$ cat config.mk
export PLATFORM = sky130hd
export DESIGN_NAME = router_fifo_reader
export DESIGN_NICKNAME = d
export VERILOG_FILES = /design/src/rtl/router_fifo_reader.sv
export SDC_FILE = /design/constraint.sdc
export NUM_CORES = 1
export LEC_CHECK = 0
export CAP_MARGIN = 15
export CORE_MARGIN = 4
export CORE_UTILIZATION = 57
export DETAILED_ROUTE_END_ITERATION = 12
export PLACE_DENSITY = 0.85
export RECOVER_POWER = 50
export SYNTH_ARGS = -nofsm -noshare
export SYNTH_HDL_FRONTEND = slang
export SYNTH_SLANG_ARGS = --single-unit
$ cat constraint.sdc
create_clock -name clock -period 3.71 [get_ports clock]
set_input_delay 0.371 -clock clock [delete_from_list [all_inputs] [get_ports clock]]
set_output_delay 0.371 -clock clock [all_outputs]
set_load 0.05 [all_outputs]
$ cat src/rtl/router_fifo_reader.sv
// Destination-side reader for one router output FIFO: pops bytes, reframes header/payload/parity,
// streams them to a valid/ready sink and reports per-packet status. Option: ROUTER_RX_PARITY_CHECK_EN.
module router_fifo_reader #(
  parameter int unsigned TIMEOUT_CYC = 30,
  parameter int unsigned TO_W        = 6,
  parameter int unsigned CNT_W       = 16
) (
  input  logic             clock,
  input  logic             resetn,
  input  logic             soft_reset,
  input  logic             fifo_vld,
  input  logic [7:0]       fifo_data,
  output logic             read_enb,
  output logic [7:0]       rx_data,
  output logic             rx_valid,
  input  logic             rx_ready,
  output logic             rx_sop,
  output logic             rx_eop,
  output logic             pkt_done,
  output logic             pkt_err,
  output logic             err_parity,
  output logic             err_timeout,
  output logic [5:0]       pkt_len,
  output logic [1:0]       pkt_addr,
  output logic [CNT_W-1:0] pkt_count
);

  typedef enum logic [1:0] {StIdle, StPayload, StParity} state_e;

  state_e           state_q;
  logic [9:0]       skid_q [2];
  logic             rd_ptr_q, wr_ptr_q;
  logic [1:0]       occ_q, occ_d;
  logic             rd_pending_q;
  logic             en_q;
  logic [5:0]       remain_q;
  logic [TO_W-1:0]  to_cnt_q;
  logic             pkt_done_q, pkt_err_q, err_timeout_q;
  logic [5:0]       pkt_len_q;
  logic [1:0]       pkt_addr_q;
  logic [CNT_W-1:0] pkt_count_q;

  logic       pop, arrive, tick, abort, parity_ok;
  logic [2:0] fill;
  logic [9:0] push_entry;
  logic [9:0] head;

  assign rx_valid   = (occ_q != 2'd0);
  assign pop        = rx_valid & rx_ready;
  assign arrive     = rd_pending_q & ~soft_reset;
  // Projected skid fill once the in-flight byte lands; keeps room for it.
  assign fill       = 3'(occ_q) + 3'(rd_pending_q) - 3'(pop);
  assign read_enb   = en_q & fifo_vld & ~soft_reset & (fill < 3'd2);
  assign push_entry = {state_q == StParity, state_q == StIdle, fifo_data};

  assign head    = skid_q[rd_ptr_q];
  assign rx_data = head[7:0];
  assign rx_sop  = head[8];
  assign rx_eop  = head[9];

  // Backpressure stalls (fifo_vld high) never advance the timeout.
  assign tick  = (state_q != StIdle) & ~arrive & ~fifo_vld;
  assign abort = tick & (to_cnt_q == TO_W'(TIMEOUT_CYC - 1));

`ifdef ROUTER_RX_PARITY_CHECK_EN
  logic [7:0] parity_q;
  logic       err_parity_q;
  assign parity_ok  = (fifo_data == parity_q);
  assign err_parity = err_parity_q;
`else
  assign parity_ok  = 1'b1;
  assign err_parity = 1'b0;
`endif

  always_comb begin
    occ_d = occ_q;
    if (arrive && !pop) begin
      occ_d = occ_q + 2'd1;
    end else if (!arrive && pop) begin
      occ_d = occ_q - 2'd1;
    end
  end

  always_ff @(posedge clock or negedge resetn) begin
    if (!resetn) begin
      skid_q[0]    <= '0;
      skid_q[1]    <= '0;
      rd_ptr_q     <= 1'b0;
      wr_ptr_q     <= 1'b0;
      occ_q        <= 2'd0;
      rd_pending_q <= 1'b0;
      en_q         <= 1'b0;
    end else begin
      en_q <= 1'b1;
      if (soft_reset) begin
        rd_ptr_q     <= 1'b0;
        wr_ptr_q     <= 1'b0;
        occ_q        <= 2'd0;
        rd_pending_q <= 1'b0;
      end else begin
        rd_pending_q <= read_enb & fifo_vld;
        occ_q        <= occ_d;
        if (arrive) begin
          skid_q[wr_ptr_q] <= push_entry;
          wr_ptr_q         <= ~wr_ptr_q;
        end
        if (pop) begin
          rd_ptr_q <= ~rd_ptr_q;
        end
      end
    end
  end

  always_ff @(posedge clock or negedge resetn) begin
    if (!resetn) begin
      state_q       <= StIdle;
      remain_q      <= 6'd0;
      to_cnt_q      <= '0;
      pkt_done_q    <= 1'b0;
      pkt_err_q     <= 1'b0;
      err_timeout_q <= 1'b0;
      pkt_len_q     <= 6'd0;
      pkt_addr_q    <= 2'd0;
      pkt_count_q   <= '0;
`ifdef ROUTER_RX_PARITY_CHECK_EN
      parity_q      <= 8'd0;
      err_parity_q  <= 1'b0;
`endif
    end else begin
      pkt_done_q <= 1'b0;
      pkt_err_q  <= 1'b0;
      if (soft_reset) begin
        state_q  <= StIdle;
        to_cnt_q <= '0;
      end else if (arrive) begin
        to_cnt_q <= '0;
        unique case (state_q)
          StIdle: begin
            pkt_len_q  <= fifo_data[7:2];
            pkt_addr_q <= fifo_data[1:0];
            remain_q   <= fifo_data[7:2];
`ifdef ROUTER_RX_PARITY_CHECK_EN
            parity_q   <= fifo_data;
`endif
            state_q    <= (fifo_data[7:2] == 6'd0) ? StParity : StPayload;
          end
          StPayload: begin
`ifdef ROUTER_RX_PARITY_CHECK_EN
            parity_q <= parity_q ^ fifo_data;
`endif
            remain_q <= remain_q - 6'd1;
            if (remain_q == 6'd1) begin
              state_q <= StParity;
            end
          end
          StParity: begin
            state_q       <= StIdle;
            err_timeout_q <= 1'b0;
            if (parity_ok) begin
              pkt_done_q <= 1'b1;
              if (pkt_count_q != '1) begin
                pkt_count_q <= pkt_count_q + CNT_W'(1);
              end
`ifdef ROUTER_RX_PARITY_CHECK_EN
              err_parity_q <= 1'b0;
            end else begin
              pkt_err_q    <= 1'b1;
              err_parity_q <= 1'b1;
`endif
            end
          end
          default: state_q <= StIdle;
        endcase
      end else if (abort) begin
        state_q       <= StIdle;
        to_cnt_q      <= '0;
        pkt_err_q     <= 1'b1;
        err_timeout_q <= 1'b1;
`ifdef ROUTER_RX_PARITY_CHECK_EN
        err_parity_q  <= 1'b0;
`endif
      end else if (tick) begin
        to_cnt_q <= to_cnt_q + TO_W'(1);
      end
    end
  end

  assign pkt_done    = pkt_done_q;
  assign pkt_err     = pkt_err_q;
  assign err_timeout = err_timeout_q;
  assign pkt_len     = pkt_len_q;
  assign pkt_addr    = pkt_addr_q;
  assign pkt_count   = pkt_count_q;

endmodule

Word level (Yosys, flattened, before mapping):

Cells that the tools add are included.

* register bits after elaboration: 67
* bits of input ports: 13
* output and inout port bits: 40
* logic and storage cells: 106

* add/subtract/negate cells: 7
* order comparisons: 4
* equality and inequality tests: 7
* muxes and demuxes: 34
* bitwise gates (word level): 16
* reduce and logical (&&, ||, !) cells: 22

Operators by type and width (count)
* two-way mux 10 bit: 4
* two-way mux 6 bit: 4
* bitwise mux 20 bit: 1
* adder 16 x 1 -> 16 bit, second input constant: 1
* two-way mux 2 bit: 8
* inequality test 16 bit, second input constant: 1
* two-way mux 1 bit: 14
* one-hot mux 6 bit (2 select lines): 1
* nonzero test 2 bit: 6
* demux 10 bit (select 1 bit): 1
* AND 1 bit: 9
* AND reduction 3 bit: 3
* adder 6 x 1 -> 6 bit, second input constant: 1
* equality test 6 x 1 -> 1 bit, second input constant: 1
* equality test 6 x 5 -> 1 bit, second input constant: 1
* logical NOT 6 bit: 1
* nonzero test 3 bit: 2
* subtractor 6 x 1 -> 6 bit, second input constant: 1
* NOT 1 bit: 5
* greater-or-equal comparator 2 bit, second input constant: 2
* inequality test 4 bit, second input constant: 1
* NOT 1 -> 2 bit: 2
* one-hot mux 2 bit (2 select lines): 1
* AND reduction 2 bit: 2
* other kinds (14): 17

Logic depth before layout (Yosys ltp):

Gate-level depths: netlist of the first run.

* word-level depth: 9
* gate-level depth with buffers: 7
* depth with buffers taken out: 6

Least setup slack after synthesis of the first run:

Ideal clock, no wire load.

* path type: reg2out
* start: reg occ_q[1]
* end: out read_enb
* arrival: 2357 ps
* data required time: 3339 ps
* path slack: 982 ps
* cell stages (with the launch flop): 7
* buffers on the path: 0
* path through: dfrtp_1 > or2_2 > nand2_1 > nor2_1 > fa_1 > nand4b_1 > nor2_1

* cells in the longest elaborated chain, start to end: 5
* elaborated cells on any way between the ends: 6
* classes of those cells: add/sub: 2; order compare: 1; bitwise: 2; reduce/logical: 1

RTL lines
* start, declared: line 33 `logic [1:0] occ_q, occ_d;`
* start signal, assigned: line 90 `occ_q <= 2'd0;`
* start signal, assigned: line 98 `occ_q <= 2'd0;`
* start signal, assigned: line 102 `occ_q <= occ_d;`
* nonzero test 2 bit: line 48 `assign rx_valid = (occ_q != 2'd0);`
* net rx_valid: line 15 `output logic rx_valid,`
* AND 1 bit: line 49 `assign pop = rx_valid & rx_ready;`
* subtractor 3 x 1 -> 3 bit: line 52 `assign fill = 3'(occ_q) + 3'(rd_pending_q) - 3'(pop);`
* < comparator 3 x 2 -> 1 bit: line 53 `assign read_enb = en_q & fifo_vld & ~soft_reset & (fill < 3'd2);`
* AND 1 bit: line 53
* end, declared: line 13 `output logic read_enb,`

The timed path passes the listed nets, and every way through them passes these cells.

Worst setup path in the final report of the first run:

* start: reg occ_q[1]
* end: out read_enb

* cells in the longest elaborated chain, start to end: 5
* elaborated cells on any way between the ends: 6
* classes of those cells: add/sub: 2; order compare: 1; bitwise: 2; reduce/logical: 1

RTL lines (line)
* parallel branches: the longest is 2 deep, another holds adder 2 x 1 -> 3 bit
* subtractor 3 x 1 -> 3 bit *: 52
* < comparator 3 x 2 -> 1 bit *: 53
* AND 1 bit *: 53

Every way passes the cells marked *.

==> run_results.csv, run 1 <==
group,metric,value,unit
yosys,synth_area_leaders,"dfrtp_1, mux2_2, nand2_1, xor2_1, o21ai_0",
yosys,synth_cell_types,51,
die,start_util,58.6,%
yosys,synth.avg_cell_area,10.6,um^2
power_and_ir_drop,power_frac_seq,44.2,%
die,core_region_area,5510,um^2
final_layout,fillers,404,
timing,setup_ws,0.467,ns
die,fp.dieW,83.2,um
die,io_pins,53,
timing,slew_viol_final,42,
final_layout,fin_util,71.5,%
final_layout,layout-drive-gt1-share,13.5,%
power_and_ir_drop,leakage,1.80,nW
drt,wl,6460,um
final_layout,instances_no_fill,434,
yosys,yosysWarnings,0,
setup_path,path_buf_inv,1,
cts,cts_setup_buffers,0,
timing,setup_viol,0,
timing,fmax,308,MHz
timing,skew,0.00718,ns
grt,grt_max_degree,42,
yosys,ys_seq_area_share,52.0,%
timing,fin_crit_sh,87.4,%
run_status,status,"complete, but fails checks",
setup_path,slowest_stage,"clkdlybuf4s50_1",
timing,worstMarginPinSlew,2.12,ns
power_and_ir_drop,swShare,36.0,%
yosys,ys.flop_type,"dfrtp_1",
yosys,synth_top_area_share,52.0,%
power_and_ir_drop,power_density,537,nW/um^2
die,fp.dieArea,6930,um^2
grt,antenna_found_initial,0,
power_and_ir_drop,power_frac_comb,31.5,%
drt,wl_per_cell,14.9,um
cts,cts_tree,"built",
setup_path,cp.arrival,2.87,ns
cts,clockBufferDepth,2,
cts,clk_latency,0.33,ns
placed_design,finalWeightedCongestion,0.804,
drt,viasPerCell,5.64,
cts,cts.sinks,67,
setup_path,cp_top_family,"buffers and inverters",
placed_design,dp_cells,419,
yosys,postSynth.asyncResetShare,100,%
setup_path,worstPathMaxFanout,7,
timing,period_needed,3.24,ns
placed_design,hpwl,4570,um
run,max-cap-violations,1,
final_layout,area_growth,22.0,%
timing,rsz0062_at_grt,"no",
drt,drtAntennaViolNets,0,
yosys,syn_area,3230,um^2
power_and_ir_drop,peakVddDrop,0.363,mV
setup_path,cp_cell_sequence,"or2_2, nand2_1, nor2_1, fa_1, nand4b_1, nor2_1, clkdlybuf4s50_1",
grt,grt_pass1_vias,2392,
yosys,synth_edf_count,0,
grt,grtUsageTotal,19.9,%
yosys,synthCells,304,
drt,drc,0,
final_layout,antennaDiodeCount,0,
power_and_ir_drop,clockPowerShare,24.2,%
final_layout,final_nets,377,
cts,cts_resized,0,
grt,grt_overflow_total,0,
setup_path,cpMostUsedCell,"nor2_1",
power_and_ir_drop,intPower,1.35,mW
timing,finalHoldViolations,0,
hold_path,min-delay-path-class,"reg2reg",
run_status,failed_checks,"max-capacitance violations, max-slew violations",
die,die_y,83.2,um
drt,drtIter0Drc,118,
grt,grt_first_pass_wirelength,11300,um
cts,cts_hold_buf,0,
final_layout,design_area,3940,um^2
yosys,synth_top_area_cell,"dfrtp_1",
yosys,synth-seq-cells,67,
placed_design,place_area,3790,um^2
setup_path,cp-end-kind,"output pin",
power_and_ir_drop,switchingPower,0.760,mW
cts,cts_buffers,9,
cts,htreeDepth,3,
timing,relSlewSlack,-41.5,%
setup_path,slowest_delay,0.81,ns
drt,vias,2446,
cts,clkTransAtPathRegs,0.07,ns
drt,firstDrtPassIters,4,
setup_path,path_class,"reg2out",
yosys,synthesis.nets,323,
setup_path,required,3.34,ns
placed_design,pre_cts_slack,0.554,ns
timing,fin_setup_tns,0,ns
placed_design,io_buffers,51,
setup_path,startpoint_type,"flip-flop",
die,fp-row-count,27,
cts,cts-root-buf,"clkbuf_8",
power groups by stage:
| stage | clock (mW) | combinational (mW) | sequential (mW) |
|---|---|---|---|
| after global placement | 0 | 0.655 | 0.939 |
| final | 0.512 | 0.666 | 0.934 |
| after detailed placement | 0 | 0.672 | 0.946 |
| after CTS | 0.519 | 0.675 | 0.934 |
| after global routing | 0.556 | 0.715 | 0.949 |
| after floorplan | 0 | 0.340 | 1.05 |
layout make-up:
type                    count  area [um^2]  share of cell area, %
multi-input cells         216         1450                   36.9
well taps                  72         90.1                   2.29
inverters                   9         33.8                  0.859
clock inverters             3         15.0                  0.382
flip-flops and latches     67         1680                   42.6
clock buffers              12          145                   3.69
repair buffers             55          524                   13.3
Yosys cell counts, types with 3 or more instances:
master / instances
a21oi_1: 13
buf_4: 3
clkbuf_1: 5
dfrtp_1: 67
ha_1: 5
inv_1: 9
mux2_2: 26
mux2i_1: 3
nand2_1: 43
nand2b_1: 3
nand3_1: 12
nand4_1: 5
nor2_1: 18
nor3_1: 5
nor3b_1: 3
nor4_1: 6
o21ai_0: 14
o22ai_1: 5
or3_1: 3
xnor2_1: 5
xor2_1: 12
per-layer routing:
metal | up-vias | track usage [%] | wire, um
met4 | 0 | 8.92 | 106
met2 | 47 | 32.1 | 3280
met5 | - | 0 | 0
met3 | 9 | 3.08 | 210
li1 | 1164 | - | -
met1 | 1226 | 26.7 | 2870
sequential cells by signal, summed over array words and instances (netlist names):
name,count
pkt_count,16
pkt_err,1
remain_q,6
skid_q,20
pkt_len,6
state_q,2
pkt_addr,2
err_timeout,1
rd_pending_q,1
pkt_done,1
rd_ptr_q,1
occ_q,2
wr_ptr_q,1
to_cnt_q,6
en_q,1
path summary, 6_finish.rpt:
kind | depth (start not counted) | to | startpoint | slack, ns
worst min-delay path | 2 | pkt_len[1] | pkt_len[1] | 0.47
worst max-delay path | 7 | read_enb | occ_q[1] | 0.47
worst min register to register | 2 | pkt_len[1] | pkt_len[1] | 0.47
max in group asynchronous | 2 | en_q | resetn | 1.46
worst max register to register | 5 | pkt_count[15] | rd_pending_q | 1.51
min in group asynchronous | 1 | skid_q[10] | resetn | 0.64
stage by stage:
stage / power, mW / hold slack [ns]
3_5_place_dp: 1.62 / 0.462
3_3_place_gp: 1.59 / 0.456
6_report: 2.11 / 0.475
4_1_cts: 2.13 / 0.182
2_1_floorplan: 1.39 / 0.0754
5_1_grt: 2.22 / 0.495
logic make-up (layout without fill, tap and decap cells):
group | after synthesis | in the layout | share of synthesized area [%]
AOI/OAI and AO/OA | 46 | 46 | 8.65
DFF | 67 | 67 | 52.0
muxes | 30 | 30 | 10.4
xor gates and xnor gates | 17 | 17 | 4.62
other | 2 | 2 | 0.233
and+or+nand+nor | 115 | 115 | 18.5
adders and majority gates | 6 | 6 | 2.56
buffers and inverters | 21 | 79 | 3.06
cell usage in the layout, fill, tap and decap left out, types with 3 or more instances in the layout:
cell type and instances:
nand3_1 12, clkbuf_1 5, o21ai_0 14, clkinv_2 3, xnor2_1 5, a21oi_1 13
ha_1 5, clkbuf_8 10, inv_1 9, nor2_1 18, nor3b_1 3, or3_1 3
nor4_1 6, clkdlybuf4s50_1 48, dfrtp_1 67, o22ai_1 5, nor3_1 5, nand4_1 5
nand2_1 43, nand2b_1 3, mux2i_1 3, xor2_1 12, mux2_2 26
tightest hold or removal path: stages, from the launching register on:
cell     delay, ns
dfrtp_1       0.34
nand2_1       0.05
nand2_1       0.05
No activity file was read; power rests on OpenSTA's default activity.
==> run 2, diff against run 1 <==
HOLD_SLACK_MARGIN = 0.15   (was default)
==> results of run 2 <==
The final DEF is identical to that of run 1; final timing and power are the same.
